[src/rtl/csi_rx_lane_align.sv]
// Per-lane HS sync-byte hunt at any bit offset, offset lock, and FIFO deskew across lanes.
// Emits one aligned payload byte per lane per cycle once every lane has locked.
module csi_rx_lane_align #(
  parameter int         LANES     = 2,
  parameter logic [3:0] INVERT    = 4'b0000,
  parameter logic [7:0] SYNC_BYTE = 8'hB8,
  parameter int         MAX_SKEW  = 3
) (
  input  logic               byte_clock_i,
  input  logic               reset_i,
  input  logic               enable_i,
  input  logic [8*LANES-1:0] deser_in_i,
  output logic [8*LANES-1:0] word_out_o,
  output logic               word_valid_o,
  output logic [LANES-1:0]   lane_locked_o,
  output logic               sync_err_o
);

  localparam int DEPTH = MAX_SKEW + 1;
  localparam int PW    = (DEPTH > 1) ? $clog2(DEPTH) : 1;
  localparam int CW    = $clog2(DEPTH + 1);
  localparam int SW    = $clog2(MAX_SKEW + 2);

  typedef enum logic { HUNT = 1'b0, LOCKED = 1'b1 } lane_state_e;

  logic [7:0]         din       [LANES];
  logic [7:0]         cur_q     [LANES];
  logic [7:0]         prv_q     [LANES];
  lane_state_e        state_q   [LANES];
  lane_state_e        state_d   [LANES];
  logic [2:0]         off_q     [LANES];
  logic [2:0]         off_d     [LANES];
  logic [7:0]         mem_q     [LANES][DEPTH];
  logic [PW-1:0]      wr_ptr_q  [LANES];
  logic [PW-1:0]      wr_ptr_d  [LANES];
  logic [CW-1:0]      cnt_q     [LANES];
  logic [CW-1:0]      cnt_d     [LANES];
  logic [7:0]         payload   [LANES];
  logic [2:0]         match_off [LANES];
  logic [PW-1:0]      rd_ptr_q, rd_ptr_d;
  logic [SW-1:0]      skew_q, skew_d;
  logic [8*LANES-1:0] word_q, word_d, rd_dat;
  logic               word_valid_q, word_valid_d;
  logic               sync_err_q, sync_err_d;
  logic [LANES-1:0]   match_vld, locked, locked_nxt, wr_en, nonempty;
  logic               partial, partial_nxt, skew_err, flush, rd_en;

  for (genvar g = 0; g < LANES; g++) begin : g_lane
    logic [15:0] win;
    logic        hit;
    logic [2:0]  hit_off;

    assign din[g] = deser_in_i[8*g +: 8] ^ {8{INVERT[g]}};
    assign win    = {cur_q[g], prv_q[g]};

    // Scan from the top so the lowest matching offset is the one left standing.
    always_comb begin
      hit     = 1'b0;
      hit_off = '0;
      for (int k = 7; k >= 0; k--) begin
        if (8'(win >> k) == SYNC_BYTE) begin
          hit     = 1'b1;
          hit_off = 3'(k);
        end
      end
    end

    assign match_vld[g]     = hit;
    assign match_off[g]     = hit_off;
    assign payload[g]       = 8'(win >> off_q[g]);
    assign rd_dat[8*g +: 8] = mem_q[g][rd_ptr_q];
    assign locked[g]        = (state_q[g] == LOCKED);
    assign nonempty[g]      = (cnt_q[g] != '0);
  end

  always_comb begin
    partial  = (|locked) && !(&locked);
    skew_err = enable_i && partial && (skew_q >= SW'(MAX_SKEW));
    flush    = !enable_i || skew_err;
    rd_en    = enable_i && (&locked) && (&nonempty);

    for (int i = 0; i < LANES; i++) begin
      state_d[i]    = state_q[i];
      off_d[i]      = off_q[i];
      wr_en[i]      = !flush && locked[i];
      wr_ptr_d[i]   = wr_ptr_q[i];
      cnt_d[i]      = cnt_q[i] + CW'(wr_en[i]) - CW'(rd_en);
      if (flush) begin
        state_d[i]  = HUNT;
        wr_ptr_d[i] = '0;
        cnt_d[i]    = '0;
      end else begin
        if (!locked[i] && match_vld[i]) begin
          state_d[i] = LOCKED;
          off_d[i]   = match_off[i];
        end
        if (wr_en[i]) begin
          wr_ptr_d[i] = (wr_ptr_q[i] == PW'(DEPTH - 1)) ? '0 : wr_ptr_q[i] + 1'b1;
        end
      end
      locked_nxt[i] = (state_d[i] == LOCKED);
    end

    rd_ptr_d = rd_ptr_q;
    if (flush) begin
      rd_ptr_d = '0;
    end else if (rd_en) begin
      rd_ptr_d = (rd_ptr_q == PW'(DEPTH - 1)) ? '0 : rd_ptr_q + 1'b1;
    end

    // skew_q holds edges elapsed since the first lane locked while others still hunt.
    partial_nxt = (|locked_nxt) && !(&locked_nxt);
    skew_d      = '0;
    if (!flush && partial && partial_nxt) begin
      skew_d = (skew_q == '1) ? skew_q : skew_q + 1'b1;
    end

    word_d       = rd_en ? rd_dat : word_q;
    word_valid_d = rd_en;
    sync_err_d   = skew_err;
  end

  always_ff @(posedge byte_clock_i) begin
    if (reset_i) begin
      for (int i = 0; i < LANES; i++) begin
        cur_q[i]    <= '0;
        prv_q[i]    <= '0;
        state_q[i]  <= HUNT;
        off_q[i]    <= '0;
        wr_ptr_q[i] <= '0;
        cnt_q[i]    <= '0;
      end
      rd_ptr_q     <= '0;
      skew_q       <= '0;
      word_q       <= '0;
      word_valid_q <= 1'b0;
      sync_err_q   <= 1'b0;
    end else begin
      for (int i = 0; i < LANES; i++) begin
        cur_q[i]    <= din[i];
        prv_q[i]    <= cur_q[i];
        state_q[i]  <= state_d[i];
        off_q[i]    <= off_d[i];
        wr_ptr_q[i] <= wr_ptr_d[i];
        cnt_q[i]    <= cnt_d[i];
      end
      rd_ptr_q     <= rd_ptr_d;
      skew_q       <= skew_d;
      word_q       <= word_d;
      word_valid_q <= word_valid_d;
      sync_err_q   <= sync_err_d;
    end
  end

  always_ff @(posedge byte_clock_i) begin
    for (int i = 0; i < LANES; i++) begin
      if (wr_en[i]) begin
        mem_q[i][wr_ptr_q[i]] <= payload[i];
      end
    end
  end

  assign word_out_o    = word_q;
  assign word_valid_o  = word_valid_q;
  assign lane_locked_o = locked;
  assign sync_err_o    = sync_err_q;

endmodule

[config.mk]
export PLATFORM = sky130hd
export DESIGN_NAME = csi_rx_lane_align
export DESIGN_NICKNAME = d
export VERILOG_FILES = /design/src/rtl/csi_rx_lane_align.sv
export SDC_FILE = /design/constraint.sdc
export NUM_CORES = 1
export LEC_CHECK = 0
export ABC_AREA = 1
export CORE_MARGIN = 1
export CORE_UTILIZATION = 64
export CTS_CLUSTER_DIAMETER = 60
export DETAILED_ROUTE_END_ITERATION = 16
export PLACE_DENSITY_LB_ADDON = 0.1
export SLEW_MARGIN = 10
export SYNTH_ARGS = -nofsm -noshare
export SYNTH_HDL_FRONTEND = slang
export SYNTH_SLANG_ARGS = --single-unit
[constraint.sdc]
create_clock -name byte_clock_i -period 6.69 [get_ports byte_clock_i]
set_clock_uncertainty 0.1 [all_clocks]
set_input_delay 1.338 -clock byte_clock_i [delete_from_list [all_inputs] [get_ports byte_clock_i]]
set_output_delay 1.338 -clock byte_clock_i [all_outputs]
set_load 0.02 [all_outputs]
---- Word level (Yosys, flattened, before mapping) ----
Memories as Yosys holds them, arrays and structs flattened.
Index checks and enable logic that the tools add are counted.
operators by class
  add/subtract/negate cells ............... 8
  $lt $le $gt $ge ......................... 6
  equal/unequal tests ..................... 20
  shift-type cells ........................ 2
  muxes and demuxes ....................... 78
  bitwise logic cells ..................... 16
  reductions and logical operators ........ 30
operators with widths
  operator                                                              number
  8-bit == test, second input constant                                  16
  8-bit two-way mux                                                     10
  3-bit two-way mux                                                     26
  32-bit two-way mux                                                    2
  8-bit binary-select mux with 2-bit select                             2
  8-bit demux with 2-bit select                                         2
  16-bit by 3-bit >> shifter with 8-bit output                          2
  1-bit two-way mux                                                     27
  2-bit two-way mux                                                     9
  1-bit logical AND                                                     14
  1-bit OR                                                              12
  3-bit greater-or-equal comparator, second input constant              3
  2-bit inverter with 3-bit output                                      3
  2-bit OR reduction                                                    4
  2-bit by 1-bit adder with 2-bit output, second input constant         3
  3-bit by 1-bit adder with 3-bit output                                2
  2-bit == test, second input constant                                  3
  1-bit zero test                                                       6
  3-bit by 1-bit < comparator with 1-bit output, second input constant  2
  2-bit AND reduction                                                   3
  3-bit nonzero test                                                    2
  3-bit by 1-bit subtractor with 3-bit output                           2
  3-bit by 1-bit adder with 3-bit output, second input constant         1
  3-bit == test, second input constant                                  1
  3 further kinds                                                       3
word-level totals
  register bits ........................... 23
  RAM bits ................................ 114
  bits of input ports ..................... 19
  output and inout port bits .............. 20
  logic and storage cells ................. 172
  memories ................................ 7
memories
  memory           depth  bits a word  read ports  clocked after memory_dff  wr ports  RTL line  source
  mem_q            2      32           2           0                         2         33        logic [7:0] mem_q [LANES][DEPTH];
  cur_q            2      8            2           0                         2         27        logic [7:0] cur_q [LANES];
  prv_q            2      8            2           0                         2         28        logic [7:0] prv_q [LANES];
  cnt_q            2      3            2           0                         2         36        logic [CW-1:0] cnt_q [LANES];
  off_q            2      3            2           0                         2         31        logic [2:0] off_q [LANES];
  wr_ptr_q         2      2            2           0                         2         34        logic [PW-1:0] wr_ptr_q [LANES];
  1 more memories  n/a    n/a          n/a         n/a                       n/a       n/a

---- Depth between registers and ports, before layout ----
  depth in word-level cells ............... 18
  gate-level depth with buffers ........... 12

---- Least setup slack after synthesis ----
OpenSTA, ideal clock, no wires.
  path kind ............................... input port to flip-flop
  from .................................... input enable_i
  to ...................................... memory cnt_q[0][2] in the netlist's numbering
  library setup time ...................... 0.119 ns
  arrival ................................. 2.939 ns
  path slack .............................. 3.532 ns
  cell stages on the path ................. 10
  buffers on the path ..................... 1
  cells stage by stage .................... o211ai_1 -> nor2_2 -> buf_2 -> ha_1 -> inv_1 -> ha_1 -> fa_1 -> xnor2_1 -> xor2_1 -> nor2_1
RTL lines
  what                RTL line  source
  start: declaration  11        input logic enable_i,
  end: declaration    36

==> metrics.md <==
| Metric | Value |
|---|---|
| Status | completed |
| WL per Instance | between 10 and 15 um |
| Leak pwr | ~3.0 nW |
| R2r worst-path depth | 5 |
| Post-route setup slack | 3404 ps |
| Power Total | 1.810 mW |
| Ports | 39 |
| Worst-margin pin slew | between 1000 and 1500 ps |
| Top-area cell type share of the netlist area | 0.3048 |
| Synth Instances | 745 |
| Drt pass-1 iters | 5 |
| Mapped cell area | approximately 6300 sq um |
| Largest family of logic cells by synthesized area | simple AND/OR/NAND/NOR gates |
| Setup TNS Final | 0 ps |
| Via Count | roughly 5k |
| First-pass GRT wire length | ~22000 um |
| Crit Path Max Fanout | 19 |
| Post-synthesis mux area share | 0.01429 |
| Distinct cells, synth | 32 |
| DR vias/cell | ~5.5 |
| Latest clock arrival within the worst-skew pair | 530 ps |
| Hold Crit Class | flip-flop to flip-flop |
| Maximum clock rate | roughly 300 MHz |
| Yosys warning total | 0 |
| Drt initial violations | ~260 |
| Num rows | 35 |
| Initial Utilization | 0.6728 |
| Post-Syn Area per Cell | ~8.5 sq um |
| Synth Area in Adders | 0.04009 |
| Detailed Route WL | 13290 um |
| Slew margin rel. | 0.2525 |
| Initial antenna violation count | 0 |
| Detail Route Antenna Nets | 0 |
| Max Cap Violations | 0 |
| Synthesized flop and latch total | 137 |
| Hold slack | 314.7 ps |
| Post-Synth XOR/XNOR Area | 0.006946 |
| Gpl congestion | 1.007 |
| Core ar. | ~9400 sq um |
| Cell taking the most area after synthesis | edfxtp_1 |
| Die W | 101.3 um |
| Area grow syn2layout | 15.64% |
| Final nets | 815 |
| Worst Setup Start Kind | input port |
| Post-synthesis sequential area ratio | 0.5366 |
| CTS tree | done |
| GRT Overall Usage | 0.2809 |
| Clk Tree Root Cell | clkbuf_8 |
| Clock slew at the register clock pins of the worst setup and hold paths | around 60 ps |
| Hold Crit Depth | 2 |
| CTS Hold Bufs | 0 |
| Number of diodes | 0 |
| Post-synth EDFFs | 64 |
| DR DRC count | 0 |
| Compound-Gate Fraction of Synth Area | 0.1242 |
| Pwr dens | approximately 250 nW/um^2 |
| Maximum vdd ir drop | ~0.21 mV |
| Setup Fix Bufs, Post-CTS | 0 |
| Crit path arrival time | between 3000 and 4000 ps |
| Final setup vio count | 0 |
| Vias in the first global route | roughly 4.8k |
| Dpl ws | 2861 ps |
| RSZ-0062 raised after global routing | no |
| Worst Path Class, Setup | input port to flip-flop |
| Tcrit/Tclk final | 0.4912 |
| Clock Sinks | roughly 140 |
| Grt total ovfl | 0 |
| Dpl hpwl | 8975 um |
| Top post-synthesis cells by area | edfxtp_1 (30%), dfxtp_1 (23%), nor2_1 (9.3%) |
| Total CTS buffers | 17 |
| CP required | 7000 ps |
| Most used DFF post-synth | dfxtp_1 |
| Post-Synth Simple-Gate Area | 0.2044 |
| Largest net degree at the start of global routing | 36 |
| Syn_nets | ~780 |
| Die area | approximately 10000 sq um |
| CTS max path bufs | 2 |
| Tmin final | 3286 ps |
| H-tree levels | 4 |
| Cts repair resizes | 0 |
| Layout cells sized above 1 | 0.09241 |
| CP Capture Type | flip-flop |
| Pins Over Slew Limit | 0 |
| Die Y | a little over 100 um |
| Port Buffers | 38 |
| Endpoints failing hold | 0 |
| Async SR Flop Fraction | 0 |
-- critical path: stages --
cell	delay [ps]
clkdlybuf4s50_1	470
o211ai_1	160
nor2_2	50
buf_4	200
ha_1	310
inv_1	50
ha_1	180
fa_1	370
xnor2_1	220
xor2_1	170
nor2_1	70
-- cell usage in the layout, fill, tap and decap left out, drive strengths merged --
master / count
inv: 93
a211oi: 2
a21oi: 22
fa: 2
o21ai: 98
xnor2: 2
edfxtp: 64
clkinvlp: 5
nand4: 3
o31ai: 2
bufinv: 1
clkbuf: 17
a22oi: 3
xor2: 3
clkinv: 9
o22ai: 19
nor2: 165
dfxtp: 73
ha: 17
nand2: 122
mux2i: 9
buf: 2
nor3: 4
nand3: 14
o211ai: 1
clkdlybuf4s50: 38
-- per-layer routing --
| metal | up-vias | track usage | part of all wire |
|---|---|---|---|
| met4 | 0 | 0.1182 | 0.022 |
| met2 | 202 | 0.4778 | 0.49 |
| met1 | 2293 | 0.3422 | 0.43 |
| met3 | 29 | 0.06970 | 0.062 |
| li1 | 2489 | - | - |
| met5 | - | 0 | 0 |
-- cell usage after synthesis, types with 6 or more instances --
cell and count:
ha_1 17, nand2_2 10, a21oi_1 21, buf_2 10, nor2_1 156, dfxtp_1 73, inv_2 12, nand2_1 112
inv_1 79, o22ai_1 19, nor2_2 7, nand3_1 6, mux2i_1 9, nand3_2 8, o21ai_0 96, clkbuf_1 16
edfxtp_1 64
-- state kept, by name, summed over array words and instances (netlist names) --
signal	flops
wr_ptr_q	4
word_valid_o	1
rd_ptr_q	2
state_q	2
mem_q	64
word_out_o	16
prv_q	16
skew_q	3
sync_err_o	1
cnt_q	6
off_q	6
cur_q	16
-- power breakdown --
group          leakage (nW)  internal [mW]  switching, mW
Combinational          1.52         0.0240         0.0402
Clock                 0.252          0.491          0.360
Sequential             1.18          0.885        0.00936
Total                  2.95           1.40          0.409
-- through the flow --
| step | area, sq um | cells | util |
|---|---|---|---|
| 3_3_place_gp | 6748 | 887 | 0.7200 |
| 2_1_floorplan | 6305 | 745 | - |
| 3_5_place_dp | 6748 | 887 | 0.7200 |
| 6_report | 7291 | 919 | 0.7780 |
| 4_1_cts | 7291 | 919 | 0.7780 |
| 5_1_grt | 7291 | 919 | 0.7780 |
-- layout make-up --
type,count,area [sq um]
clock inverter,15,128.9
multi-input combinational,488,2459
sequential,137,3383
clock buffer,17,414.1
fill,631,2081
inverter,93,349.1
timing repair buffer,40,395.4
tap,129,161.4
-- worst paths after layout --
path                            startpoint                         end  slack [ps]
setup reg to reg  rd_ptr_q[0]$_SDFFE_PP0P_  word_out_o[9]$_SDFFE_PP0P_        3870
hold reg to reg    cur_q[0][15]$_SDFF_PP0_     prv_q[0][15]$_SDFF_PP0_         310
hold / removal     cur_q[0][15]$_SDFF_PP0_     prv_q[0][15]$_SDFF_PP0_         310
setup / recovery                  enable_i      cnt_q[0][2]$_SDFF_PP0_        3400
-- cell families after synthesis --
kind of cell / Yosys count
DFF: 137
muxes: 9
adders and majority gates: 19
buffers and inverters: 120
AOI/OAI and AO/OA: 147
and+or+nand+nor: 308
xor gates and xnor gates: 5
No activity file was read; power rests on OpenSTA's default activity.
